**src/rtl/mmio_pkg.sv**
```systemverilog
// mmio_pkg: shared constants for the memory-mapped responder.
//   - Register offsets inside the 4 KiB window (address[11:0]).
//   - access_size encodings.
//   - Bit positions of the fields in the STATUS register.
package mmio_pkg;

    // Register offsets
    localparam logic [11:0] OFF_TIME_LO = 12'h000;
    localparam logic [11:0] OFF_TIME_HI = 12'h004;
    localparam logic [11:0] OFF_CMP_LO  = 12'h008;
    localparam logic [11:0] OFF_CMP_HI  = 12'h00C;
    localparam logic [11:0] OFF_TX_DATA = 12'h010;
    localparam logic [11:0] OFF_STATUS  = 12'h014;

    // access_size encodings (3 behaves as a word)
    localparam logic [1:0] SZ_BYTE = 2'd0;
    localparam logic [1:0] SZ_HALF = 2'd1;
    localparam logic [1:0] SZ_WORD = 2'd2;

    // STATUS fields
    localparam int ST_EMPTY     = 0;
    localparam int ST_FULL      = 1;
    localparam int ST_OVERFLOW  = 2;
    localparam int ST_COUNT_LSB = 8;
    localparam int ST_COUNT_W   = 9;

    // Word-sized access: encodings 2 and 3.
    function automatic logic is_word_size(input logic [1:0] sz);
        return (sz == SZ_WORD) || (sz == 2'd3);
    endfunction

endpackage

```
**src/rtl/mmio_responder_byte_fifo.sv**
```systemverilog
// byte_fifo: small byte-wide FIFO feeding the console transmitter.
//   clock, reset   : posedge clock, synchronous active-high reset
//   push/push_data : enqueue request and byte
//   pop            : dequeue request (ignored while empty)
//   head           : current front byte, 0 while empty
//   empty/full     : occupancy flags
//   count          : number of stored bytes, 0..DEPTH
// A push while full is accepted only when a pop happens on the same edge;
// the popped slot is the one the push overwrites, so ordering is preserved.
module byte_fifo #(
    parameter int DEPTH = 8
) (
    input  logic                     clock,
    input  logic                     reset,
    input  logic                     push,
    input  logic [7:0]               push_data,
    input  logic                     pop,
    output logic [7:0]               head,
    output logic                     empty,
    output logic                     full,
    output logic [$clog2(DEPTH):0]   count
);

    localparam int AW = $clog2(DEPTH);
    localparam logic [AW-1:0] PTR_ONE    = 1;
    localparam logic [AW:0]   COUNT_ONE  = 1;
    localparam logic [AW:0]   COUNT_FULL = DEPTH[AW:0];

    logic [7:0]    mem [DEPTH];
    logic [AW-1:0] rd_ptr;
    logic [AW-1:0] wr_ptr;
    logic          do_push;
    logic          do_pop;

    assign empty   = (count == '0);
    assign full    = (count == COUNT_FULL);
    assign do_pop  = pop && !empty;
    assign do_push = push && (!full || do_pop);
    // Forced to zero while empty so tx_data reads 0 out of reset.
    assign head    = empty ? 8'h00 : mem[rd_ptr];

    // Storage carries no reset; a slot is always written before it is read.
    always_ff @(posedge clock) begin
        if (do_push) begin
            mem[wr_ptr] <= push_data;
        end
    end

    always_ff @(posedge clock) begin
        if (reset) begin
            rd_ptr <= '0;
            wr_ptr <= '0;
            count  <= '0;
        end else begin
            if (do_push) begin
                wr_ptr <= wr_ptr + PTR_ONE;
            end
            if (do_pop) begin
                rd_ptr <= rd_ptr + PTR_ONE;
            end
            case ({do_push, do_pop})
                2'b10:   count <= count + COUNT_ONE;
                2'b01:   count <= count - COUNT_ONE;
                default: count <= count;
            endcase
        end
    end

endmodule

```
**src/rtl/mmio_responder.sv**
```systemverilog
// mmio_responder: memory-mapped peripheral on the data-memory port.
//   clock, reset        : posedge clock, synchronous active-high reset
//   address, data_in    : byte address and write data from the memory stage
//   read_write          : 1 = write, 0 = read
//   access_size         : 0 byte, 1 half, 2/3 word
//   hit                 : address lies in the 4 KiB window at BASE
//   data_out            : combinational read data (0 on a miss)
//   tx_data, tx_valid   : console FIFO head and non-empty flag
//   tx_ready            : sink accepts the head this cycle
//   timer_irq           : registered time >= cmp
// Console handshake: a byte transfers on a clock edge where tx_valid and
// tx_ready are both high; tx_data/tx_valid change only on edges and the head
// byte holds steady while tx_valid is high and tx_ready is low.
module mmio_responder
    import mmio_pkg::*;
#(
    parameter logic [31:0] BASE  = 32'h0200_0000,
    parameter int          DEPTH = 8
) (
    input  logic        clock,
    input  logic        reset,
    input  logic [31:0] address,
    input  logic [31:0] data_in,
    input  logic        read_write,
    input  logic [1:0]  access_size,
    output logic        hit,
    output logic [31:0] data_out,
    output logic [7:0]  tx_data,
    output logic        tx_valid,
    input  logic        tx_ready,
    output logic        timer_irq
);

    localparam int CW = $clog2(DEPTH) + 1;

    logic [11:0]   offset;
    logic          wr_en;
    logic          word_wr;
    logic          tx_push;
    logic          tx_pop;
    logic          fifo_empty;
    logic          fifo_full;
    logic [CW-1:0] fifo_count;
    logic          overrun;
    logic [31:0]   status_word;

    logic [63:0]   time_q;
    logic [63:0]   cmp_q;
    logic          overflow_q;
    logic          irq_q;

    assign offset   = address[11:0];
    assign hit      = (address[31:12] == BASE[31:12]);
    assign wr_en    = hit && read_write;
    // Only word-sized, word-aligned writes reach the 32-bit registers.
    assign word_wr  = wr_en && is_word_size(access_size) && (offset[1:0] == 2'b00);
    // TX_DATA takes any size anywhere inside its word.
    assign tx_push  = wr_en && (offset[11:2] == OFF_TX_DATA[11:2]);
    assign tx_valid = !fifo_empty;
    assign tx_pop   = tx_valid && tx_ready;
    // A push into a full FIFO is lost unless a pop frees the slot this edge.
    assign overrun  = tx_push && fifo_full && !tx_pop;

    byte_fifo #(.DEPTH(DEPTH)) u_fifo (
        .clock     (clock),
        .reset     (reset),
        .push      (tx_push),
        .push_data (data_in[7:0]),
        .pop       (tx_pop),
        .head      (tx_data),
        .empty     (fifo_empty),
        .full      (fifo_full),
        .count     (fifo_count)
    );

    always_comb begin
        status_word = '0;
        status_word[ST_EMPTY]    = fifo_empty;
        status_word[ST_FULL]     = fifo_full;
        status_word[ST_OVERFLOW] = overflow_q;
        status_word[ST_COUNT_LSB +: ST_COUNT_W] = ST_COUNT_W'(fifo_count);
    end

    always_comb begin
        data_out = '0;
        if (hit) begin
            case (offset)
                OFF_TIME_LO: data_out = time_q[31:0];
                OFF_TIME_HI: data_out = time_q[63:32];
                OFF_CMP_LO:  data_out = cmp_q[31:0];
                OFF_CMP_HI:  data_out = cmp_q[63:32];
                OFF_STATUS:  data_out = status_word;
                default:     data_out = '0;
            endcase
        end
    end

    always_ff @(posedge clock) begin
        if (reset) begin
            time_q     <= '0;
            cmp_q      <= '1;
            overflow_q <= 1'b0;
            irq_q      <= 1'b0;
        end else begin
            time_q <= time_q + 64'd1;
            // Compare uses the pre-edge time and cmp.
            irq_q  <= (time_q >= cmp_q);

            if (word_wr && (offset == OFF_CMP_LO)) begin
                cmp_q[31:0] <= data_in;
            end
            if (word_wr && (offset == OFF_CMP_HI)) begin
                cmp_q[63:32] <= data_in;
            end

            // A new overrun wins over a same-cycle clear.
            if (overrun) begin
                overflow_q <= 1'b1;
            end else if (word_wr && (offset == OFF_STATUS) && data_in[ST_OVERFLOW]) begin
                overflow_q <= 1'b0;
            end
        end
    end

    assign timer_irq = irq_q;

endmodule

```
**config.mk**
```make
export PLATFORM = sky130hd
export DESIGN_NAME = mmio_responder
export DESIGN_NICKNAME = d
export VERILOG_FILES = /design/src/rtl/mmio_pkg.sv /design/src/rtl/mmio_responder_byte_fifo.sv /design/src/rtl/mmio_responder.sv
export SDC_FILE = /design/constraint.sdc
export NUM_CORES = 1
export LEC_CHECK = 0
export ABC_CLOCK_PERIOD_IN_PS = 7100
export CAP_MARGIN = 0
export CORE_MARGIN = 1
export CORE_UTILIZATION = 62
export DETAILED_ROUTE_END_ITERATION = 16
export GPL_TIMING_DRIVEN = 0
export MAX_ROUTING_LAYER = met4
export PLACE_DENSITY = 0.95
export SLEW_MARGIN = 10
export SYNTH_ARGS = -nofsm -noshare
export SYNTH_HDL_FRONTEND = slang
export SYNTH_SLANG_ARGS = --single-unit
```
**constraint.sdc**
```tcl
create_clock -name clock -period 7.1 [get_ports clock]
set_input_delay 1.065 -clock clock [delete_from_list [all_inputs] [get_ports clock]]
set_output_delay 1.065 -clock clock [all_outputs]
set_load 0.03 [all_outputs]
```
==> impl_metrics.env <==
export IMPL_end_kind="output port"
export IMPL_cts_buffers=22
export IMPL_synth_edff_count=64
export IMPL_run_status="complete, no violations"
export IMPL_critPathCapture="data_out[11]"
export IMPL_cts_tree="built"
export IMPL_powerDensity_nw_per_um2=187
export IMPL_viasPerCell=6.45
export IMPL_drive_above_1_share_pct=7.49
export IMPL_nets=1406
export IMPL_setup_violations=0
export IMPL_start_kind="input port"
export IMPL_fin_util_pct=75.6
export IMPL_synthCells=1132
export IMPL_crit_cells=6
export IMPL_antenna_found_initial=0
export IMPL_drt_first_pass_iters=6
export IMPL_ys_ff_latch=207
export IMPL_crit_family="simple AND/OR/NAND/NOR gates"
export IMPL_syn_area_um2=10900
export IMPL_worstReg2RegEnd="u_fifo.count[2]"
export IMPL_gp_congestion=0.953
export IMPL_grt_pass1_vias=9687
export IMPL_final_antenna_net_count=0
export IMPL_vias=9719
export IMPL_period_minus_slack_ns=5.55
export IMPL_syn_avg_cell_area_um2=9.66
export IMPL_cts_setup_buffers=0
export IMPL_yosysTopAreaCell="dfxtp_1"
export IMPL_synth_nets=1272
export IMPL_synthFlopType="dfxtp_1"
export IMPL_p_leak_nw=5.26
export IMPL_diodes=0
export IMPL_dieArea_um2=18200
export IMPL_clkLatencyLatePin_ns=0.51
export IMPL_cts_hold_buffers_added=0
export IMPL_holdWs_ns=0.509
export IMPL_final_max_slew_viol_count=0
export IMPL_drt_iter0_markers=930
export IMPL_hold_class="register to register"
export IMPL_async_reset_ff_share_pct=0
export IMPL_routedWlPerCell_um=21.1
export IMPL_max_vdd_ir_drop_mv=0.148
export IMPL_mostFrequentLayoutCell="nor2_1"
export IMPL_r2r_slack_ns=4.16
export IMPL_path_max_fanout=7
export IMPL_reg2regPathDepth=13
export IMPL_power_mw=2.44
export IMPL_cts_sinks=207
export IMPL_slew_headroom_pct=7.07
export IMPL_synth_area_leaders="dfxtp_1, edfxtp_1, ha_1, nor2_1, a211o_1"
export IMPL_cp_common_cell="clkdlybuf4s50_1"
export IMPL_cts_max_path_buffers=3
export IMPL_die_h_um=135
export IMPL_synthToLayoutAreaGrowth_pct=19.1
export IMPL_drc=0
export IMPL_yosys_warnings=0
export IMPL_synth_cell_types=60
export IMPL_rsz0062_at_grt="no"
export IMPL_multi_input_area_um2=5630
export IMPL_totalWireLength_um=31800
export IMPL_synth_top_area_share_pct=26.2
export IMPL_slowest_delay_ns=1.15
export IMPL_die_x_um=135
export IMPL_mostFrequentLayoutCells="nor2_1, dfxtp_1, clkdlybuf4s50_1, nand2_1"
export IMPL_h_tree_depth=1
export IMPL_core_area_um2=17200
export IMPL_skew_ns=0.0138
export IMPL_grt_pass1_wl_um=49500
export IMPL_hold_viol_final=0
export IMPL_cts_resized=0
export IMPL_track_usage_pct=36.4
export IMPL_critPathBufInv=2
export IMPL_grt_max_degree=15
export IMPL_ioPinCount=113
export IMPL_finalCritPeriodShare_pct=78.2
export IMPL_clk_pin_slew_worst_paths_ns=0.06
export IMPL_design_area_um2=13000
export IMPL_cpMaxStageDelayCell="nor4_1"
export IMPL_initial_core_util_pct=63.4
export IMPL_clockRootBuffer="clkbuf_16"
export IMPL_worstSetupPathType="input port to output port"
export IMPL_fillers=1078
export IMPL_r2r_start="u_fifo.count[1]"
export IMPL_worst_pin_slew_ns=1.38
export IMPL_seq_area_frac_synth_pct=43.8
export IMPL_grt_overflow=0
export IMPL_startpoint="address[9]"
export IMPL_fmax_ghz=0.180
export IMPL_worstPathArrival_ns=4.48
export IMPL_fin_tns_setup_ns=0
export IMPL_dp_hpwl_um=22300
export IMPL_drv_cap=0
export IMPL_required_ns=6.03
export IMPL_crit_chain="clkdlybuf4s50_1, or4_1, nor4_1, a222oi_1, a21oi_1, clkdlybuf4s50_1"
export IMPL_seqCellArea_um2=4780
export IMPL_place_area_um2=12300
export IMPL_numPortBuffers=110
export IMPL_std_cell_rows=48
==> power by group <==
group	total (mW)	switching, mW	internal, mW
sequential	1.22	0.00226	1.22
combinational	0.102	0.0557	0.0461
clock	1.12	0.489	0.629
total	2.44	0.547	1.89
==> routing by layer <==
metal	global-route usage, %	vias up	wire length, um
met1	41.4	4599	11700
met5	-	-	0
met2	59.8	620	15000
met3	8.26	162	3340
li1	-	4338	-
met4	19.2	0	1710
==> state kept, by name, indices dropped and copies added, names as in the netlist, named ones only <==
| register | count |
|---|---|
| time_q | 64 |
| u_fifo.wr_ptr | 3 |
| u_fifo.rd_ptr | 3 |
| overflow_q | 1 |
| u_fifo.mem | 64 |
| cmp_q | 64 |
| u_fifo.count | 4 |
| timer_irq | 1 |
==> stage by stage <==
step                instances  setup WS, ns
floorplan                1132          2.76
global placement         1467          1.73
detailed placement       1467          1.66
CTS                      1507          1.68
global route             1507          1.54
finish                   1507          1.55
==> final cells by class <==
class	count	area share (%)
multi-input combinational	796	43.2
sequential	207	36.7
timing repair buffer	110	8.45
clock buffer	25	4.48
tap	225	2.16
buffer	59	2.08
inverter	70	2.02
clock inverter	15	0.874
==> how the worst min path moves through the flow <==
stage                         start   endpoint  cells after the start  slack, ns
after floorplan           time_q[0]  time_q[0]                      1       0.44
after global placement    time_q[0]  time_q[0]                      1       0.46
after detailed placement  time_q[0]  time_q[0]                      1       0.50
after CTS                 time_q[0]  time_q[0]                      1       0.51
after global routing      time_q[0]  time_q[0]                      1       0.52
final                     time_q[0]  time_q[0]                      1       0.51
==> logic make-up (layout without fill, tap and decap cells) <==
logic type      after synthesis  in the layout  share of synthesized area, %
buf+inv                     129            279                          4.89
fa+ha+maj                    70             70                          8.01
mux                          52             52                          6.59
simple gates                400            400                          18.3
compound gates              212            212                          13.4
flops                       207            207                          43.8
xor+xnor                     62             62                          4.97
==> synth_stat cells, types with 33 or more instances <==
master    number
dfxtp_1      143
edfxtp_1      64
xor2_1        42
nor2_1       178
ha_1          70
clkbuf_1      33
mux2i_1       36
nand2_1       73
a21oi_1       45
o21ai_0       44
a211o_1       65
inv_1         70
==> worst reg2reg max path: stages (launching register included) <==
cell,delay [ns]
dfxtp_1,0.30
clkbuf_1,0.18
nor3_1,0.42
nand3b_1,0.18
and4_1,0.22
buf_4,0.16
inv_1,0.10
ha_1,0.27
xor2_1,0.21
ha_1,0.18
a21oi_1,0.05
xor2_1,0.17
or3_1,0.31
a21oi_1,0.14
No activity file was read; power rests on OpenSTA's default activity.
==> RTL change, RTL diff (config.mk and constraints unchanged) <==
Make the reset (`reset`) asynchronous in 2 clocked blocks. Comments in the files are not updated.
--- a/src/rtl/mmio_responder_byte_fifo.sv
+++ b/src/rtl/mmio_responder_byte_fifo.sv
@@ -46,7 +46,7 @@
         end
     end
 
-    always_ff @(posedge clock) begin
+    always_ff @(posedge clock or posedge reset) begin
         if (reset) begin
             rd_ptr <= '0;
             wr_ptr <= '0;
--- a/src/rtl/mmio_responder.sv
+++ b/src/rtl/mmio_responder.sv
@@ -95,7 +95,7 @@
         end
     end
 
-    always_ff @(posedge clock) begin
+    always_ff @(posedge clock or posedge reset) begin
         if (reset) begin
             time_q     <= '0;
             cmp_q      <= '1;
Formal check against the unedited RTL: differs if reset is asserted again (counterexample within 4 cycles, from zero or initial values and one cycle with reset high); with reset held inactive, the same outputs for 4 cycles.
==> RTL change against the original RTL <==
- critical path depth up 4
- sequential cell count down 3
- cell count decreased by 14%
- setup slack better by 23 ps
- highest routed layer unchanged
- wire length shrank 14%
- design area up 1.3%
- synthesized area up 1.0%
Power is not compared: it rests on default switching activity, and its combinational part moved more than twofold at a synthesized area within 25%.
==> RTL change: results (changes against the original RTL) <==
metric,value,unit,change
clock root buffer,clkbuf_16,,unchanged
CP max-delay cell,buf_1,,was nor4_1
DRT iter0 DRCs,595,,was 930
Final nets,1200,,was 1406
ranking of synthesized cells by area,"edfxtp_1 (17%), dfrtp_1 (17%), dfstp_2 (15%), mux4_2 (8.6%), ha_1 (7.9%)",,"was dfxtp_1 (26%), edfxtp_1 (18%), ha_1 (8.0%), nor2_1 (6.1%), a211o_1 (5.2%)"
Synth Area in Compound Gates,6.118,%,was 13.45%
Crit Path Max Fanout,10,,was 7
Top Registers,"cmp_q: 64 flops, time_q: 64 flops, u_fifo.mem: 64 flops",,unchanged
met2 GRT Util,55.47,%,was 59.77%
status,completed,,unchanged
fraction of registers with async set/reset,68.63,%,was 0%
Final GP Congestion,0.9305,,was 0.9525
largest net degree at the start of global routing,84,,was 15
xor/xnor share of the synthesized area,5.630,%,was 4.966%
post-synthesis mux area share,13.14,%,was 6.591%
CP peak stage delay,750,ps,was 1150 ps
Syn Nets,1066,,was 1272
vias,8158,,was 9719
share of layout cells above drive strength 1,18.79,%,was 7.488%
Yosys warnings,0,,unchanged
ys flop type,dfrtp_1,,was dfxtp_1
area share of fa/ha/maj cells after synthesis,7.930,%,was 8.010%
crit-path leading delay family,buffers and inverters,,was simple AND/OR/NAND/NOR gates
post-synthesis cell type count,58,,was 60
H-tree Lvls,1,,unchanged
met1 Resource Use GR,36.35,%,was 41.43%
met2 WL,13860,um,was 15030 um
first-pass GRT wire length,43160,um,was 49550 um
vias in the first global route,8490,,was 9687
Post-DP HPWL,19600,um,was 22300 um
Slew HR,17.78,%,was 7.068%
WL met1,9860,um,was 11730 um
met3 wire length,2422,um,was 3336 um
Num CTS Buffers,21,,was 22
GR Layer Usage met3,5.051,%,was 8.258%
Max Clock Skew,16.60,ps,was 13.76 ps
DRT Pass-1 Iters,6,,unchanged
total wire length,27520,um,was 31810 um
Commonest cells post-synth,"nand2_1 (79), dfrtp_1 (76), inv_1 (72)",,"was nor2_1 (178), dfxtp_1 (143), nand2_1 (73)"
total track usage,32.02,%,was 36.37%
sequential area share after synthesis,49.85,%,was 43.76%
Post CTS Setup Buffer Count,0,,unchanged
RTL change: cell count changes after synthesis, sizes merged, moves of 26 or more:
cell | before | now
a211o | 65 | 0
a22oi | 32 | 2
dfrtp | 0 | 76
dfstp | 0 | 64
dfxtp | 143 | 0
mux2 | 0 | 35
mux2i | 36 | 10
mux4 | 16 | 42
nor2 | 181 | 44
RTL change: final cells by class:
cell class / count / area [um2]
timing repair buffer: 111 / 1129
tap: 225 / 281.5
inverter: 72 / 275.3
fill: 1029 / 4159
multi-input combinational: 618 / 5126
clock buffer: 25 / 570.5
buffer: 32 / 162.7
sequential: 204 / 5505
clock inverter: 13 / 147.6
RTL change: where the power goes:
group | leakage (nW) | total (mW) | switching, mW | internal (mW)
clock network | 0.352 | 1.15 | 0.462 | 0.685
registers | 2.27 | 1.25 | 0.0171 | 1.24
logic | 2.98 | 0.569 | 0.298 | 0.270
RTL change: worst paths after layout:
| path | endpoint | slack [ps] | from | depth (start not counted) |
|---|---|---|---|---|
| min in group asynchronous | u_fifo.count[2]$_DFFE_PP0P_ | 990 | reset | 2 |
| worst min register to register | time_q[63]$_DFF_PP0_ | 520 | time_q[63]$_DFF_PP0_ | 1 |
| max in group asynchronous | cmp_q[58]$_DFFE_PP1P_ | 5260 | reset | 3 |
| worst max register to register | timer_irq$_DFF_PP0_ | 4070 | cmp_q[41]$_DFFE_PP1P_ | 8 |
| worst max-delay path | data_out[8] | 1570 | address[2] | 10 |
| worst min-delay path | time_q[63]$_DFF_PP0_ | 520 | time_q[63]$_DFF_PP0_ | 1 |
RTL change: per-stage QoR:
step	area (um2)	setup slack (ps)	cells
2_1_floorplan	11040	2388	926
3_3_place_gp	12430	500.4	1261
3_5_place_dp	12460	1690	1262
4_1_cts	13180	1606	1300
5_1_grt	13200	1341	1300
6_report	13200	1574	1300
